==> config.mk <==
export PLATFORM = sky130hd
export DESIGN_NAME = rgb_lut_ctrl
export DESIGN_NICKNAME = d
export VERILOG_FILES = /design/src/rtl/rgb_lut_pkg.sv /design/src/rtl/rgb_lut_ctrl_rr_arb2.sv /design/src/rtl/rgb_lut_ctrl.sv
export SDC_FILE = /design/constraint.sdc
export NUM_CORES = 1
export LEC_CHECK = 0
export CAP_MARGIN = 30
export CORE_ASPECT_RATIO = 2
export CORE_UTILIZATION = 39
export CTS_CLUSTER_SIZE = 24
export DETAILED_ROUTE_END_ITERATION = 10
export PLACE_DENSITY = 0.95
export SLEW_MARGIN = 20
export SYNTH_ARGS = -nofsm -noshare
export SYNTH_HDL_FRONTEND = slang
export SYNTH_HIERARCHICAL = 1
export SYNTH_SLANG_ARGS = --single-unit
==> constraint.sdc <==
create_clock -name clk -period 7.03 [get_ports clk]
set_clock_uncertainty 0.2 [all_clocks]
set_input_delay 1.0545 -clock clk [delete_from_list [all_inputs] [get_ports clk]]
set_output_delay 1.0545 -clock clk [all_outputs]
set_load 0.05 [all_outputs]
==> src/rtl/rgb_lut_pkg.sv <==
// Shared types and constants for the colour-code to RGB lookup controller.
package rgb_lut_pkg;

   localparam int COLOUR_W = 3;
   localparam int RGB_W    = 24;

   typedef enum logic {
      INIT,
      RUN
   } state_e;

   // Each colour-code bit drives one whole channel: bit2=R, bit1=G, bit0=B.
   function automatic logic [RGB_W-1:0] default_rgb(input logic [COLOUR_W-1:0] c);
      return {{8{c[2]}}, {8{c[1]}}, {8{c[0]}}};
   endfunction

endpackage

==> src/rtl/rgb_lut_ctrl_rr_arb2.sv <==
// Two-way round-robin arbiter; pointer names the requester favoured on a tie.
module rr_arb2 (
   input  logic       clk,
   input  logic       rst_n,
   input  logic       en_i,
   input  logic [1:0] req_i,
   output logic [1:0] gnt_o
);

   logic ptr_q, ptr_d;

   always_comb begin
      gnt_o = 2'b00;
      ptr_d = ptr_q;
      if (en_i) begin
         case (req_i)
            2'b01:   gnt_o = 2'b01;
            2'b10:   gnt_o = 2'b10;
            2'b11:   gnt_o = ptr_q ? 2'b10 : 2'b01;
            default: gnt_o = 2'b00;
         endcase
         // Favour the other requester after every read grant.
         if (gnt_o[0])      ptr_d = 1'b1;
         else if (gnt_o[1]) ptr_d = 1'b0;
      end
   end

   always_ff @(posedge clk or negedge rst_n) begin
      if (!rst_n) ptr_q <= 1'b0;
      else        ptr_q <= ptr_d;
   end

endmodule

==> src/rtl/rgb_lut_ctrl.sv <==
// Loads the default colour table into a single-port BRAM, then arbitrates that
// port between a config writer and two lookup clients, one access per cycle.
module rgb_lut_ctrl
   import rgb_lut_pkg::*;
#(
   parameter int RD_LAT      = 1,
   parameter int NUM_ENTRIES = 8
) (
   input  logic                     clk,
   input  logic                     rst_n,
   input  logic                     cfg_valid,
   output logic                     cfg_ready,
   input  logic [COLOUR_W-1:0]      cfg_addr,
   input  logic [RGB_W-1:0]         cfg_data,
   input  logic [1:0]               rd_valid,
   output logic [1:0]               rd_ready,
   input  logic [2*COLOUR_W-1:0]    rd_colour,
   output logic                     resp_valid,
   output logic                     resp_id,
   output logic [RGB_W-1:0]         resp_rgb,
   output logic                     init_done,
   output logic                     bram_ena,
   output logic                     bram_wea,
   output logic [COLOUR_W-1:0]      bram_addra,
   output logic [RGB_W-1:0]         bram_dina,
   input  logic [RGB_W-1:0]         bram_douta
);

   state_e                state_q, state_d;
   logic [COLOUR_W-1:0]   cnt_q, cnt_d;
   logic                  init_done_q;
   logic                  ena_q, ena_d, wea_q, wea_d;
   logic [COLOUR_W-1:0]   addr_q, addr_d;
   logic [RGB_W-1:0]      din_q, din_d;
   logic [RD_LAT:0]       vld_pipe_q, id_pipe_q;
   logic                  arb_en, rd_acc, rd_id;
   logic [1:0]            gnt;

   // Grants open only once init_done is visible, so nothing is accepted
   // while the table is still being written.
   assign arb_en    = (state_q == RUN) && init_done_q && !cfg_valid;
   assign cfg_ready = (state_q == RUN) && init_done_q && cfg_valid;
   assign rd_ready  = gnt;

   rr_arb2 u_arb (
      .clk   (clk),
      .rst_n (rst_n),
      .en_i  (arb_en),
      .req_i (rd_valid),
      .gnt_o (gnt)
   );

   always_comb begin
      state_d = state_q;
      cnt_d   = cnt_q;
      ena_d   = 1'b0;
      wea_d   = 1'b0;
      addr_d  = addr_q;
      din_d   = din_q;
      rd_acc  = 1'b0;
      rd_id   = 1'b0;
      case (state_q)
         INIT: begin
            ena_d  = 1'b1;
            wea_d  = 1'b1;
            addr_d = cnt_q;
            din_d  = default_rgb(cnt_q);
            cnt_d  = cnt_q + 1'b1;
            if (cnt_q == COLOUR_W'(NUM_ENTRIES - 1)) state_d = RUN;
         end
         RUN: begin
            if (cfg_ready) begin
               ena_d  = 1'b1;
               wea_d  = 1'b1;
               addr_d = cfg_addr;
               din_d  = cfg_data;
            end else if (|gnt) begin
               ena_d  = 1'b1;
               rd_acc = 1'b1;
               rd_id  = gnt[1];
               addr_d = gnt[1] ? rd_colour[COLOUR_W +: COLOUR_W] : rd_colour[0 +: COLOUR_W];
            end
         end
         default: state_d = INIT;
      endcase
   end

   always_ff @(posedge clk or negedge rst_n) begin
      if (!rst_n) begin
         state_q     <= INIT;
         cnt_q       <= '0;
         init_done_q <= 1'b0;
         ena_q       <= 1'b0;
         wea_q       <= 1'b0;
         addr_q      <= '0;
         din_q       <= '0;
         vld_pipe_q  <= '0;
         id_pipe_q   <= '0;
      end else begin
         state_q     <= state_d;
         cnt_q       <= cnt_d;
         init_done_q <= (state_q == RUN);
         ena_q       <= ena_d;
         wea_q       <= wea_d;
         addr_q      <= addr_d;
         din_q       <= din_d;
         // Stage 0 lines up with the registered BRAM address; the last
         // stage lines up with valid douta.
         vld_pipe_q  <= {vld_pipe_q[RD_LAT-1:0], rd_acc};
         id_pipe_q   <= {id_pipe_q[RD_LAT-1:0], rd_id};
      end
   end

   assign bram_ena   = ena_q;
   assign bram_wea   = wea_q;
   assign bram_addra = addr_q;
   assign bram_dina  = din_q;
   assign init_done  = init_done_q;
   assign resp_valid = vld_pipe_q[RD_LAT];
   assign resp_id    = id_pipe_q[RD_LAT];
   assign resp_rgb   = bram_douta;

endmodule

Yosys cells after proc, flatten, opt, wreduce, memory -nomap -nowiden
Index checks and enable logic that the tools add are counted.
{ "word_totals": {"reg_bits": 39, "in_bits": 62, "out_inout_bits": 59} }
{ "op_classes": {"add_sub_neg": 1, "eq_ne": 6, "muxes": 24, "n_bitwise": 1, "reduce_logical": 7} }
{ "op_table": {"columns": ["op", "n"], "rows": [
  ["one-hot mux 24 bit (2 select lines)", 1],
  ["two-way mux 24 bit", 1],
  ["two-way mux 1 bit", 12],
  ["two-way mux 3 bit", 3],
  ["two-way mux 2 bit", 3],
  ["one-hot mux 2 bit (3 select lines)", 1],
  ["one-hot mux 3 bit (2 select lines)", 1],
  ["equality test 2 bit (second input constant)", 2],
  ["one-hot mux 1 bit (2 select lines)", 2],
  ["adder 3 x 1 -> 3 bit (second input constant)", 1],
  ["equality test 3 bit (second input constant)", 1],
  ["logical AND 1 bit", 3],
  ["!= test 3 x 2 -> 1 bit (second input constant)", 1],
  ["equality test 2 x 1 -> 1 bit (second input constant)", 1],
  ["!= test 2 bit (second input constant)", 1],
  ["AND reduction 2 bit", 1],
  ["nonzero test 2 bit", 1],
  ["OR reduction 2 bit", 1],
  ["logical NOT 1 bit", 1],
  ["NOT 1 bit", 1]
]} }

Longest topological paths before layout
{ "logic_depth": {"depth_word": 8, "depth_mapped": 8} }

By module
The synthesis kept the hierarchy.
{ "modules_own_cells": {"columns": ["module", "instances", "cells_each", "area_each_um2"], "rows": [
  ["rgb_lut_ctrl", 1, 179, 1789.2],
  ["rr_arb2", 1, 8, 61.3]
]} }

Worst setup path before layout
Ideal clock, no wire load.
{ "synth_timing": {"path_kind": "input port to output port", "startpoint": "input port cfg_valid", "endpoint": "output port rd_ready[1]", "arrival_ns": 2.212, "setup_slack_ns": 3.563, "cell_stages": 3, "path_cell_list": "nor2_1 > nand2_1 > a21oi_1"} }
{ "synth_between": {"elab_chain_len": 3} }
{ "synth_lines": {"columns": ["element", "line_no", "source"], "rows": [
  ["start, declared", "rgb_lut_ctrl.sv:11", "input logic cfg_valid,"],
  ["logical NOT 1 bit", "rgb_lut_ctrl.sv:41", "assign arb_en = (state_q == RUN) && init_done_q && !cfg_valid;"],
  ["logical AND 1 bit", "rgb_lut_ctrl.sv:41", null],
  ["two-way mux 2 bit", "rgb_lut_ctrl_rr_arb2.sv:15", "if (en_i) begin"],
  ["end, declared", "rgb_lut_ctrl.sv:16", "output logic [1:0] rd_ready,"]
]} }
No other way between the ends.

Final worst setup path
{ "layout_timing": {"startpoint": "input port cfg_valid", "endpoint": "output port cfg_ready"} }
{ "layout_between": {"elab_chain_len": 1} }
{ "layout_lines": {"columns": ["element", "line_no", "source"], "rows": [
  ["logical AND 1 bit", "rgb_lut_ctrl.sv:42", "assign cfg_ready = (state_q == RUN) && init_done_q && cfg_valid;"],
  ["end, declared", "rgb_lut_ctrl.sv:12", "output logic cfg_ready,"]
]} }
No other way between the ends.

==> key figures <==
CTS
  – CTS tree: done
  – CTS Buf Count: 5
  – CTS Root Cell: clkbuf_8
  – Clock sinks: 39
  – Clock-pin slew on the worst setup and hold paths: roughly 80 ps
  – Hold_buf cts: 0
  – Clk Latency, worst-skew pair: just under 300 ps
  – H-tree depth: 2
  – Max clock buf depth: 2
  – Post-cts sizing count: 0
  – Post-CTS Setup Inserts: 0

Global route
  – Most used routing layer: met2
  – Vias in the first global route: 1,399
  – First-pass GRT wire length: between 6 and 7 mm
  – Gr usage total: 0.1762
  – Pin count of the biggest net entering global routing: 42
  – M2 GR Usage: 0.3190
  – Total grt overflow: 0
  – Met1 global-route usage: 0.1906
  – Met3 Use GR: 0.02752
  – Initial antenna violation count: 0

Yosys
  – Yosys top cell by area: dfrtp_1
  – Top_reg_cell synth: dfrtp_1
  – Mapped Area: around 0.0019 sq mm
  – Syn_area_per_cell: between 9 and 10 sq um
  – Most frequent cell after synthesis: nand2_1
  – Ys async rst share: 1.000
  – Post-synth top area share: 0.5274
  – Number of enable flip-flop cells after synthesis: 0
  – Register bit total from synthesis: 39
  – Syn_nets: between 200 and 300
  – Cell variety after synth: 28
  – Ys Warns: 6
  – Register area share after synthesis: 0.5274
  – Post-synthesis cell count: about 190
  – Post-synth top cells: 51 x nand2_1, 39 x dfrtp_1, 27 x a31oi_1
  – Most area-consuming cells after synthesis: dfrtp_1 53%, nand2_1 10%, buf_4 9.7%

Route
  – # DRC: 0
  – Total number of vias: approximately 1,500
  – TritonRoute pass-1 iters: 4
  – Post-route ant nets: 0
  – Drt initial violations: 32
  – Avg WL per Cell: about 15 um
  – Total Routed Length: 4.309 mm
  – DR vias/cell: just over 5

Critical path
  – Critical path peak fanout: 28
  – R2R cell count: 8
  – Kind of start point of the critical path: primary input
  – Worst reg2reg setup slack: ~4600 ps
  – Critical path capture point type: primary output
  – CP required: 5780 ps
  – WS Path Type: primary input to primary output
  – Critical path arrival: ~3200 ps

Timing
  – PnR worst setup slack: about 2500 ps
  – Slew margin rel.: 0.4367
  – WHS: 157.5 ps
  – F_max: 0.2225 GHz
  – Final Slew Violations: 0
  – Worst-Margin Slew: around 840 ps
  – Period Utilization, post-route: 0.6392
  – Crit path time final: between 4000 and 5000 ps
  – Setup-failing EPs final: 0
  – Final hold violations: 0
  – Setup TNS: 0 ps
  – RSZ-0062 raised after global routing: false

Job
  – Max-Cap Viols: 0

Layout
  – Layout cell share with drive strength beyond 1: 0.08475
  – Final net count: 299
  – Area growth syn-to-layout: 36.24%
  – Fill count: roughly 430
  – Post-layout util: 0.5483
  – Antenna Cells: 0

Outcome
  – Outcome: finished, final reports clean

Floorplan
  – Die Y: between 90 and 100 um
  – IO Pins: ~120
  – Rows: 35
  – Full die area: ~0.005 sq mm
  – Initial Util: 0.4024
  – Die X: 50.71 um
  – Core area: ~0.0046 sq mm

Placed design
  – Pre-CTS WS: 2527 ps
  – HPWL after DPL: 3.112 mm
  – IO Port Bufs: 72
  – Routability Congestion: roughly 0.88

Hold path
  – Number of cells on the worst hold path: 0
  – Hold crit path type: register to register

Power and ir drop
  – Leak pwr: 1.097 nW
  – Peak VDD IR: between 150 and 200 uV
  – Overall power: a little under 600 uW
  – Pwr/cell area: ~240 mW/mm^2
[cell type report]
type                       count  area, sq um  share of cell area
inverter                       3        12.51            0.004963
multi-input combinational    113        628.1              0.2491
tap                           55        68.82             0.02730
sequential                    39        975.9              0.3871
timing repair buffer          73        723.2              0.2868
clock buffer                   5        68.82             0.02730
clock inverter                 3        43.79             0.01737
[flip-flops by register name, summed over array words and instances (netlist names)]
signal,cells
bram_dina,24
bram_addra,3
cnt_q,3
id_pipe_q,2
vld_pipe_q,2
bram_ena,1
bram_wea,1
init_done,1
state_q,1
u_arb/ptr_q,1
[report_power, final]
| part | internal [mW] | leakage, nW | switching, mW |
|---|---|---|---|
| clock | 0.106 | 0.0581 | 0.0790 |
| combinational | 0.0614 | 0.568 | 0.0963 |
| sequential | 0.242 | 0.471 | 0.0106 |
| total | 0.409 | 1.10 | 0.186 |
[final timing paths]
| path | to | start |
|---|---|---|
| worst max register to register | bram_addra[2] | state_q |
| worst max-delay path | cfg_ready | cfg_valid |
| worst min-delay path | vld_pipe_q[1] | vld_pipe_q[0] |
| worst min register to register | vld_pipe_q[1] | vld_pipe_q[0] |
| min in group asynchronous | u_arb/ptr_q | rst_n |
| max in group asynchronous | bram_dina[16] | rst_n |
[per-stage QoR]
step,instance area (sq um),cells
2_1_floorplan,1851,187
3_3_place_gp,2409,283
3_5_place_dp,2409,283
4_1_cts,2521,291
5_1_grt,2521,291
6_report,2521,291
[routing by layer]
| layer | vias to the layer above | wire length (um) |
|---|---|---|
| met4 | 0 | 98 |
| li1 | 705 | - |
| met1 | 703 | 1575 |
| met2 | 47 | 2395 |
| met5 | - | 0 |
| met3 | 14 | 240 |
[cells in the final DEF (no fill, tap or decap), drive strengths merged, types with 5 or more instances in the layout]
cell type      synthesis  layout
clkdlybuf4s50          0      71
nand2                 51      51
dfrtp                 39      39
a31oi                 27      27
nor2                   5       5
clkbuf                 1       5
mux2                   5       5
[critical path, cell delays in order]
cell	delay, ps
clkdlybuf4s50_1	620
nand3_4	280
clkinv_2	390
clkdlybuf4s50_1	870
[cells by family (layout without fill, tap and decap cells)]
kind of cell             Yosys count  count (layout)  synth area share
XOR/XNOR                           1               1          0.004734
multiplexers                       5               5           0.03042
flip-flops                        39              39            0.5274
adder cells (fa/ha/maj)            2               2           0.01352
buffers and inverters             35              84            0.1332
AO/OA/AOI/OAI                     34              34            0.1190
AND/OR/NAND/NOR                   71              71            0.1717
Power figures use the tool's default switching activity.
